<file path="config.mk">
export PLATFORM = sky130hd
export DESIGN_NAME = fb_write_arbiter
export DESIGN_NICKNAME = d
export VERILOG_FILES = /design/src/rtl/fb_write_arbiter.sv
export SDC_FILE = /design/constraint.sdc
export NUM_CORES = 1
export LEC_CHECK = 0
export BUFFER_PORTS_ARGS = -buffer_cell sky130_fd_sc_hd__buf_2
export CORE_MARGIN = 2
export CORE_UTILIZATION = 54
export CTS_CLUSTER_DIAMETER = 80
export DETAILED_ROUTE_END_ITERATION = 7
export HOLD_SLACK_MARGIN = 0.08
export PLACE_DENSITY = 0.78
export SYNTH_ARGS = -nofsm -noshare
export SYNTH_HDL_FRONTEND = slang
export SYNTH_SLANG_ARGS = --single-unit
</file>
<file path="constraint.sdc">
create_clock -name dotclk -period 2.9 [get_ports dotclk]
set_clock_uncertainty 0.1 [all_clocks]
set_input_delay 0.145 -clock dotclk [delete_from_list [all_inputs] [get_ports dotclk]]
set_output_delay 0.145 -clock dotclk [all_outputs]
set_load 0.1 [all_outputs]
</file>
<file path="src/rtl/fb_write_arbiter.sv">
// Frame-buffer write-port arbiter: pixel capture > overlay, plus a full-memory clear sweep.
// Optional FB_CLEAR_VALUE_EN adds a clear_value input used as the sweep fill value.
module fb_write_arbiter #(
   parameter int ADDR_W        = 18,
   parameter int FB_DEPTH      = 192000,
   parameter int SETTLE_CYCLES = 4
) (
   input  logic              dotclk,
   input  logic              reset,
   input  logic              pix_valid,
   input  logic [ADDR_W-1:0] pix_addr,
   input  logic              pix_data,
   input  logic              ovl_valid,
   output logic              ovl_ready,
   input  logic [ADDR_W-1:0] ovl_addr,
   input  logic              ovl_data,
   input  logic              clear_start,
`ifdef FB_CLEAR_VALUE_EN
   input  logic              clear_value,
`endif
   output logic              wren,
   output logic [ADDR_W-1:0] waddr,
   output logic              wdata,
   output logic              busy,
   output logic [15:0]       drop_count
);

   // state      | meaning
   // NORMAL     | pixel/overlay arbitration, one write per cycle
   // MEMCLEAR   | sweeping addresses 0..FB_DEPTH-1 with the fill value
   // TRANSITION | SETTLE_CYCLES idle cycles before arbitration resumes
   typedef enum logic [1:0] {
      ST_NORMAL     = 2'd0,
      ST_MEMCLEAR   = 2'd1,
      ST_TRANSITION = 2'd2
   } state_t;

   localparam logic [ADDR_W-1:0] LAST_ADDR   = ADDR_W'(FB_DEPTH - 1);
   localparam logic [3:0]        SETTLE_LOAD = 4'(SETTLE_CYCLES - 1);

   state_t            state_q, state_d;
   logic [ADDR_W-1:0] clr_cnt_q, clr_cnt_d;
   logic [3:0]        settle_q, settle_d;
   logic              wren_q, wren_d;
   logic [ADDR_W-1:0] waddr_q, waddr_d;
   logic              wdata_q, wdata_d;
   logic [15:0]       drop_q, drop_d;
   logic              ovl_ready_c;
   logic              pix_drop;
   logic              clr_fill;
   logic              pix_in_range;
   logic              ovl_in_range;
   logic              sweep_last;

   assign pix_in_range = (pix_addr <= LAST_ADDR);
   assign ovl_in_range = (ovl_addr <= LAST_ADDR);
   assign sweep_last   = (clr_cnt_q == LAST_ADDR);

`ifdef FB_CLEAR_VALUE_EN
   logic clr_val_q, clr_val_d;

   // Fill value is latched on every accepted clear_start, restarts included.
   always_comb begin
      clr_val_d = clr_val_q;
      if (clear_start) clr_val_d = clear_value;
   end

   always_ff @(posedge dotclk) begin
      if (reset) clr_val_q <= 1'b0;
      else       clr_val_q <= clr_val_d;
   end

   assign clr_fill = clr_val_q;
`else
   assign clr_fill = 1'b0;
`endif

   always_ff @(posedge dotclk) begin
      if (reset) state_q <= ST_NORMAL;
      else       state_q <= state_d;
   end

   always_comb begin
      state_d = state_q;
      case (state_q)
         ST_NORMAL: begin
            if (clear_start) state_d = ST_MEMCLEAR;
         end
         ST_MEMCLEAR: begin
            if (clear_start)     state_d = ST_MEMCLEAR;
            else if (sweep_last) state_d = ST_TRANSITION;
         end
         ST_TRANSITION: begin
            if (clear_start)          state_d = ST_MEMCLEAR;
            else if (settle_q == 4'd0) state_d = ST_NORMAL;
         end
         default: state_d = ST_NORMAL;
      endcase
   end

   always_comb begin
      ovl_ready_c = 1'b0;
      pix_drop    = 1'b0;
      wren_d      = 1'b0;
      waddr_d     = waddr_q;
      wdata_d     = wdata_q;
      clr_cnt_d   = clr_cnt_q;
      settle_d    = settle_q;
      case (state_q)
         ST_NORMAL: begin
            if (clear_start) begin
               clr_cnt_d = '0;
               pix_drop  = pix_valid;
            end else if (pix_valid) begin
               if (pix_in_range) begin
                  wren_d  = 1'b1;
                  waddr_d = pix_addr;
                  wdata_d = pix_data;
               end else begin
                  pix_drop = 1'b1;
               end
            end else if (ovl_valid) begin
               // Out-of-range overlay writes are consumed without touching the RAM.
               ovl_ready_c = 1'b1;
               if (ovl_in_range) begin
                  wren_d  = 1'b1;
                  waddr_d = ovl_addr;
                  wdata_d = ovl_data;
               end
            end
         end
         ST_MEMCLEAR: begin
            wren_d   = 1'b1;
            waddr_d  = clr_cnt_q;
            wdata_d  = clr_fill;
            pix_drop = pix_valid;
            if (clear_start) begin
               clr_cnt_d = '0;
            end else if (sweep_last) begin
               clr_cnt_d = '0;
               settle_d  = SETTLE_LOAD;
            end else begin
               clr_cnt_d = clr_cnt_q + ADDR_W'(1);
            end
         end
         ST_TRANSITION: begin
            pix_drop = pix_valid;
            if (clear_start)            clr_cnt_d = '0;
            else if (settle_q != 4'd0)  settle_d  = settle_q - 4'd1;
         end
         default: ;
      endcase
   end

   assign drop_d = (pix_drop && (drop_q != 16'hFFFF)) ? drop_q + 16'd1 : drop_q;

   always_ff @(posedge dotclk) begin
      if (reset) begin
         clr_cnt_q <= '0;
         settle_q  <= '0;
         wren_q    <= 1'b0;
         waddr_q   <= '0;
         wdata_q   <= 1'b0;
         drop_q    <= '0;
      end else begin
         clr_cnt_q <= clr_cnt_d;
         settle_q  <= settle_d;
         wren_q    <= wren_d;
         waddr_q   <= waddr_d;
         wdata_q   <= wdata_d;
         drop_q    <= drop_d;
      end
   end

   assign ovl_ready  = ovl_ready_c & ~reset;
   assign wren       = wren_q;
   assign waddr      = waddr_q;
   assign wdata      = wdata_q;
   assign busy       = (state_q != ST_NORMAL);
   assign drop_count = drop_q;

endmodule

</file>
======== Yosys cells after proc, flatten, opt, wreduce, memory -nomap -nowiden ========
Index checks and enable logic that the tools add are counted.
cells by class
  add/sub/neg operators ................... 3
  magnitude comparators ................... 2
  eq/ne operators ......................... 16
  mux-type cells .......................... 41
  bitwise operators ....................... 2
  reductions and logical operators ........ 14
operators by type and width
  cell                   number
  $mux 18                8
  $pmux 18 s2            2
  $le 18x18->1 const B   2
  $add 18x1->18 const B  1
  $eq 18x18->1 const B   1
  $mux 1                 17
  $add 16x1->16 const B  1
  $mux 4                 4
  $ne 16x16->1 const B   1
  $ne 3x3->1 const B     5
  $ne 2x2->1 const B     6
  $mux 2                 5
  $reduce_and 5->1       2
  $pmux 4 s2             1
  $reduce_bool 2->1      4
  $pmux 1 s2             3
  $pmux 2 s3             1
  $logic_not 4->1        1
  $reduce_bool 4->1      1
  $reduce_or 2->1        2
  $sub 4x1->4 const B    1
  $reduce_and 3->1       1
  $eq 2x1->1 const B     1
  $eq 2x2->1 const B     1
  6 further kinds        6
word-level totals
  register bits ........................... 60
  output and inout bits ................... 38
  logic and storage cells ................. 85

======== Logic depth before layout (Yosys ltp) ========
  word-level depth ........................ 6
  mapped depth ............................ 9
  mapped depth without buffers ............ 7

======== Least setup slack after synthesis ========
OpenSTA, ideal clock, no wires.
  path kind ............................... flip-flop to flip-flop
  start ................................... reg drop_q[0], in the netlist drop_count[0]
  end ..................................... reg drop_q[8], in the netlist drop_count[8]
  data arrival time ....................... 2,495 ps
  data required time ...................... 2,729 ps
  slack ................................... 234 ps
  stages on the path, launching flop included .. 7
  path through ............................ dfxtp_1 ha_1 nand3_2 or4_1 buf_2 or3_1 a21oi_1
on the way
  longest elaborated chain between the ends .. 2
  elaborated cells on any way between the ends .. 3
ends and longest elaborated chain
  item                                                   RTL line  source
  start: declaration                                     47        logic [15:0] drop_q, drop_d;
  start signal: assignment                               171       drop_q <= drop_d;
  branches (longest 2 deep; another with $add 16x1->16)  -
Parallel ways; which one is timed is not known.
A chain may end at the register's enable or synchronous reset.

======== Final worst setup path ========
  start ................................... reg state_q[0]
  end ..................................... reg drop_q[13], in the netlist drop_count[13]
on the way
  longest elaborated chain between the ends .. 4
  elaborated cells on any way between the ends .. 6
ends and longest elaborated chain
  item                                             RTL line  source
  start: declaration                               41        state_t state_q, state_d;
  start signal: assignment                         80        else state_q <= state_d;
  $eq 2x2->1 / $eq 2x1->1 (equally long branches)  109       case (state_q)
  $reduce_or 2->1 (no source line)                 -
  $pmux 1 s2 *                                     109
  $logic_and 1x1->1 *                              155       assign drop_d = (pix_drop && (drop_q != 16'hFFFF)) ? drop_q + 16'd1 : drop_q;
Every way passes the cells marked *; elsewhere a longest branch is shown, timed or not.

==> flow_summary.ini <==
[logic_synthesis]
synth_edf_count = 0
yosys_warnings = 0
synthDistinctLibCells = 53
syn_area_per_cell_um2 = 8.28
synth_compound_area_share_pct = 19.2
yosys_register_bits = 60
synth_top_family_by_area = simple AND/OR/NAND/NOR gates
synth_xor_xnor_area_share_pct = 1.57
synthAdderAreaFrac_pct = 3.00
synth_top_flop_cell = dfxtp_1
syn_area_um2 = 3340
syn_nets = 454
synth_cells = 403
synth_mux_area_share_pct = 12.6
ys_async_sr_fraction_pct = 0
seq_area_frac_synth_pct = 36.0
synthSimpleGateAreaFrac_pct = 23.0

[place]
place.gp.congestion = 0.794
port_buffers = 80
hpwlAfterDp_um = 6270

[critical_path]
critical_path.max_stage_delay_ps = 470
cp_slowest_cell = a211o_2
rrSetupSlack_ps = 560
crit_path_cell_trace = inv_1 > ha_1 > o211ai_1 > a211o_2 > nor4_1 > mux2_2
cp-end-kind = flip-flop
crit_required_ps = 3030
setup.worst_path.start_class = flip-flop
path_depth = 6
crit_buf_inv = 1
r2r_cells = 6
path_class = reg2reg
worstPathArrival_ps = 2470
r2r-start = state_q[0]$_SDFFE_PP0P_
critPathTopFamily = compound AO/OA/AOI/OAI gates
critPathMaxFanout = 19
rr_endpoint = drop_count[13]$_SDFFE_PP0P_

[global_routing]
grt_max_degree = 47
antenna_found_initial = 0
overflow = 0
grt_pass1_wl_um = 13600
grt_pass1_vias = 3013
track_usage_pct = 25.9

[clock_tree]
ctsRootBufferMaster = clkbuf_8
clock_sinks = 60
clk_pin_slew_worst_paths_ps = 80
postCtsSetupBuffers = 0
cts_buffer_depth = 2
hold_buffers = 1
numCtsBuffers = 9
cts.repair.resized = 0
h-tree-depth = 3
insertion_delay_ps = 350
cts_tree = done

[routing]
via_count = 3315
drtIter0Drc = 195
routed_wl_um = 8630
drt-pass1-iter-count = 5
vias_per_cell = 5.95
wl_per_cell_um = 15.5
drc = 0
ant_nets = 0

[power]
pwr-share-seq_pct = 38.2
p_int_w = 0.00156
p_per_area_nw_per_um2 = 563
p_switching_w = 0.000723
swShare_pct = 31.7
clockPowerShare_pct = 40.6
p_leak_nw = 1.76
ir_drop_v = 0.000478
p_comb_share_pct = 21.2

[run_status]
status = finished clean

[finish]
drive_gt1_share_pct = 24.3
regArea_um2 = 1200
final_util_pct = 68.0
area_growth_pct = 21.3
n_fill_cell = 526
nets = 528
n_antenna_cell = 0
multi_input_area_um2 = 2000

[floorplan]
die_h_um = 82.6
start_util_pct = 56.0
io_pins = 81
die_x_um = 82.6
placementRows = 28
die_area_um2 = 6820
core_area_um2 = 5960

[sta]
fin_tns_setup_ps = 0
worst_pin_slew_ps = 743
whs_ps = 118
hold_viol = 0
setup_viol = 0
period_needed_ps = 2340
grt_setup_unrepaired = no
max_clock_freq_ghz = 0.428
relSlewSlack_pct = 50.1
maxSlewViolCount = 0
period_share_pct = 80.6

[run]
max_cap_violations = 0

[min_path]
holdPathEnd = wdata$_SDFFE_PP0P_
hold_depth = 4
hold_path_class = in2reg
holdCritStartpoint = ovl_data
==> per-stage QoR <==
step                area [um2]  setup WS [ps]  total power [W]  std cells
floorplan                 3340            234          0.00126        403
global placement          3790            737          0.00136        540
detailed placement        3790            638          0.00137        540
CTS                       4050            606          0.00229        557
global route              4050            453          0.00237        557
finish                    4050            562          0.00228        557
==> worst max path at each step <==
stage,start,end,slack [ps]
global route,state_q[0]$_SDFFE_PP0P_,drop_count[13]$_SDFFE_PP0P_,450
global placement,state_q[1]$_SDFFE_PP0P_,drop_count[13]$_SDFFE_PP0P_,740
CTS,state_q[1]$_SDFFE_PP0P_,drop_count[13]$_SDFFE_PP0P_,610
finish,state_q[0]$_SDFFE_PP0P_,drop_count[13]$_SDFFE_PP0P_,560
detailed placement,state_q[1]$_SDFFE_PP0P_,drop_count[13]$_SDFFE_PP0P_,640
floorplan,drop_count[0]$_SDFFE_PP0P_,drop_count[8]$_SDFFE_PP0P_,230
==> final cells by class <==
| type | count | share of cell area, % |
|---|---|---|
| clock inverters | 7 | 3.06 |
| clock buffers | 9 | 3.06 |
| flip-flops and latches | 60 | 29.7 |
| repair buffers | 89 | 11.6 |
| multi-input cells | 307 | 49.4 |
| inverters | 10 | 0.927 |
| well taps | 75 | 2.32 |
==> logic make-up after synthesis <==
group,after synthesis
multiplexers,42
flip-flops,60
buffers and inverters,36
XOR/XNOR,6
AO/OA/AOI/OAI,100
adder cells (fa/ha/maj),8
AND/OR/NAND/NOR,151
==> cells in the mapped netlist, types with 2 or more instances <==
cell,n,area [um2]
a21o_1,2,15.0
a21oi_1,26,130
a22o_1,5,43.8
a311oi_1,5,43.8
a31o_2,2,17.5
a31oi_1,12,75.1
and2_1,4,25.0
and3_1,5,31.3
and4_1,5,43.8
buf_2,7,35.0
buf_4,3,22.5
clkbuf_1,15,56.3
dfxtp_1,60,1200
ha_1,8,100
inv_1,10,37.5
mux2i_1,41,410
nand2_1,38,143
nand2b_1,4,25.0
nand3_1,16,80.1
nand4_1,11,68.8
nor2_1,38,143
nor2b_1,3,18.8
nor3_1,3,15.0
nor4_1,4,25.0
o21ai_0,29,145
o31ai_1,3,22.5
o41ai_1,2,17.5
or3_1,10,62.6
or4_1,4,30.0
xnor2_1,4,35.0
xor2_1,2,17.5
==> flip-flops by register name (all words and copies together) (netlist names) <==
name / cells
settle_q: 4
wren: 1
waddr: 18
wdata: 1
clr_cnt_q: 18
state_q: 2
drop_count: 16
==> cell usage in the layout (no fill, tap or decap), drive strengths merged, types with 4 or more instances in the layout <==
cell	count
mux2i	41
nand4	11
a311oi	5
ha	8
a21oi	26
nand3	17
nand2b	4
and2	4
and3	6
buf	88
o21ai	30
nor4	4
and4	5
nor3	4
clkbuf	9
xnor2	4
or3	10
nor2	38
dfxtp	60
a22o	5
a31oi	12
inv	11
or4	4
nand2	38
==> tightest hold or removal path, cell delays in order <==
cell     delay [ps]
buf_2            90
mux2i_1         110
or3_1           110
a21oi_1          60
==> power by group through the flow <==
| stage | logic, W | registers (W) | clock network [W] |
|---|---|---|---|
| after CTS | 0.000481 | 0.000870 | 0.000939 |
| after global routing | 0.000511 | 0.000874 | 0.000982 |
| final | 0.000483 | 0.000871 | 0.000927 |
| after detailed placement | 0.000478 | 0.000889 | 0 |
| after floorplan | 0.000196 | 0.00106 | 0 |
| after global placement | 0.000469 | 0.000888 | 0 |
==> routing by layer <==
metal	track usage (%)	up-vias	part of all wire (%)
met2	43.8	109	47
met1	31.4	1553	45
met3	5.87	19	5.8
met5	0	-	0
met4	11.5	0	2.5
li1	-	1634	-
No activity file was read; power rests on OpenSTA's default activity.
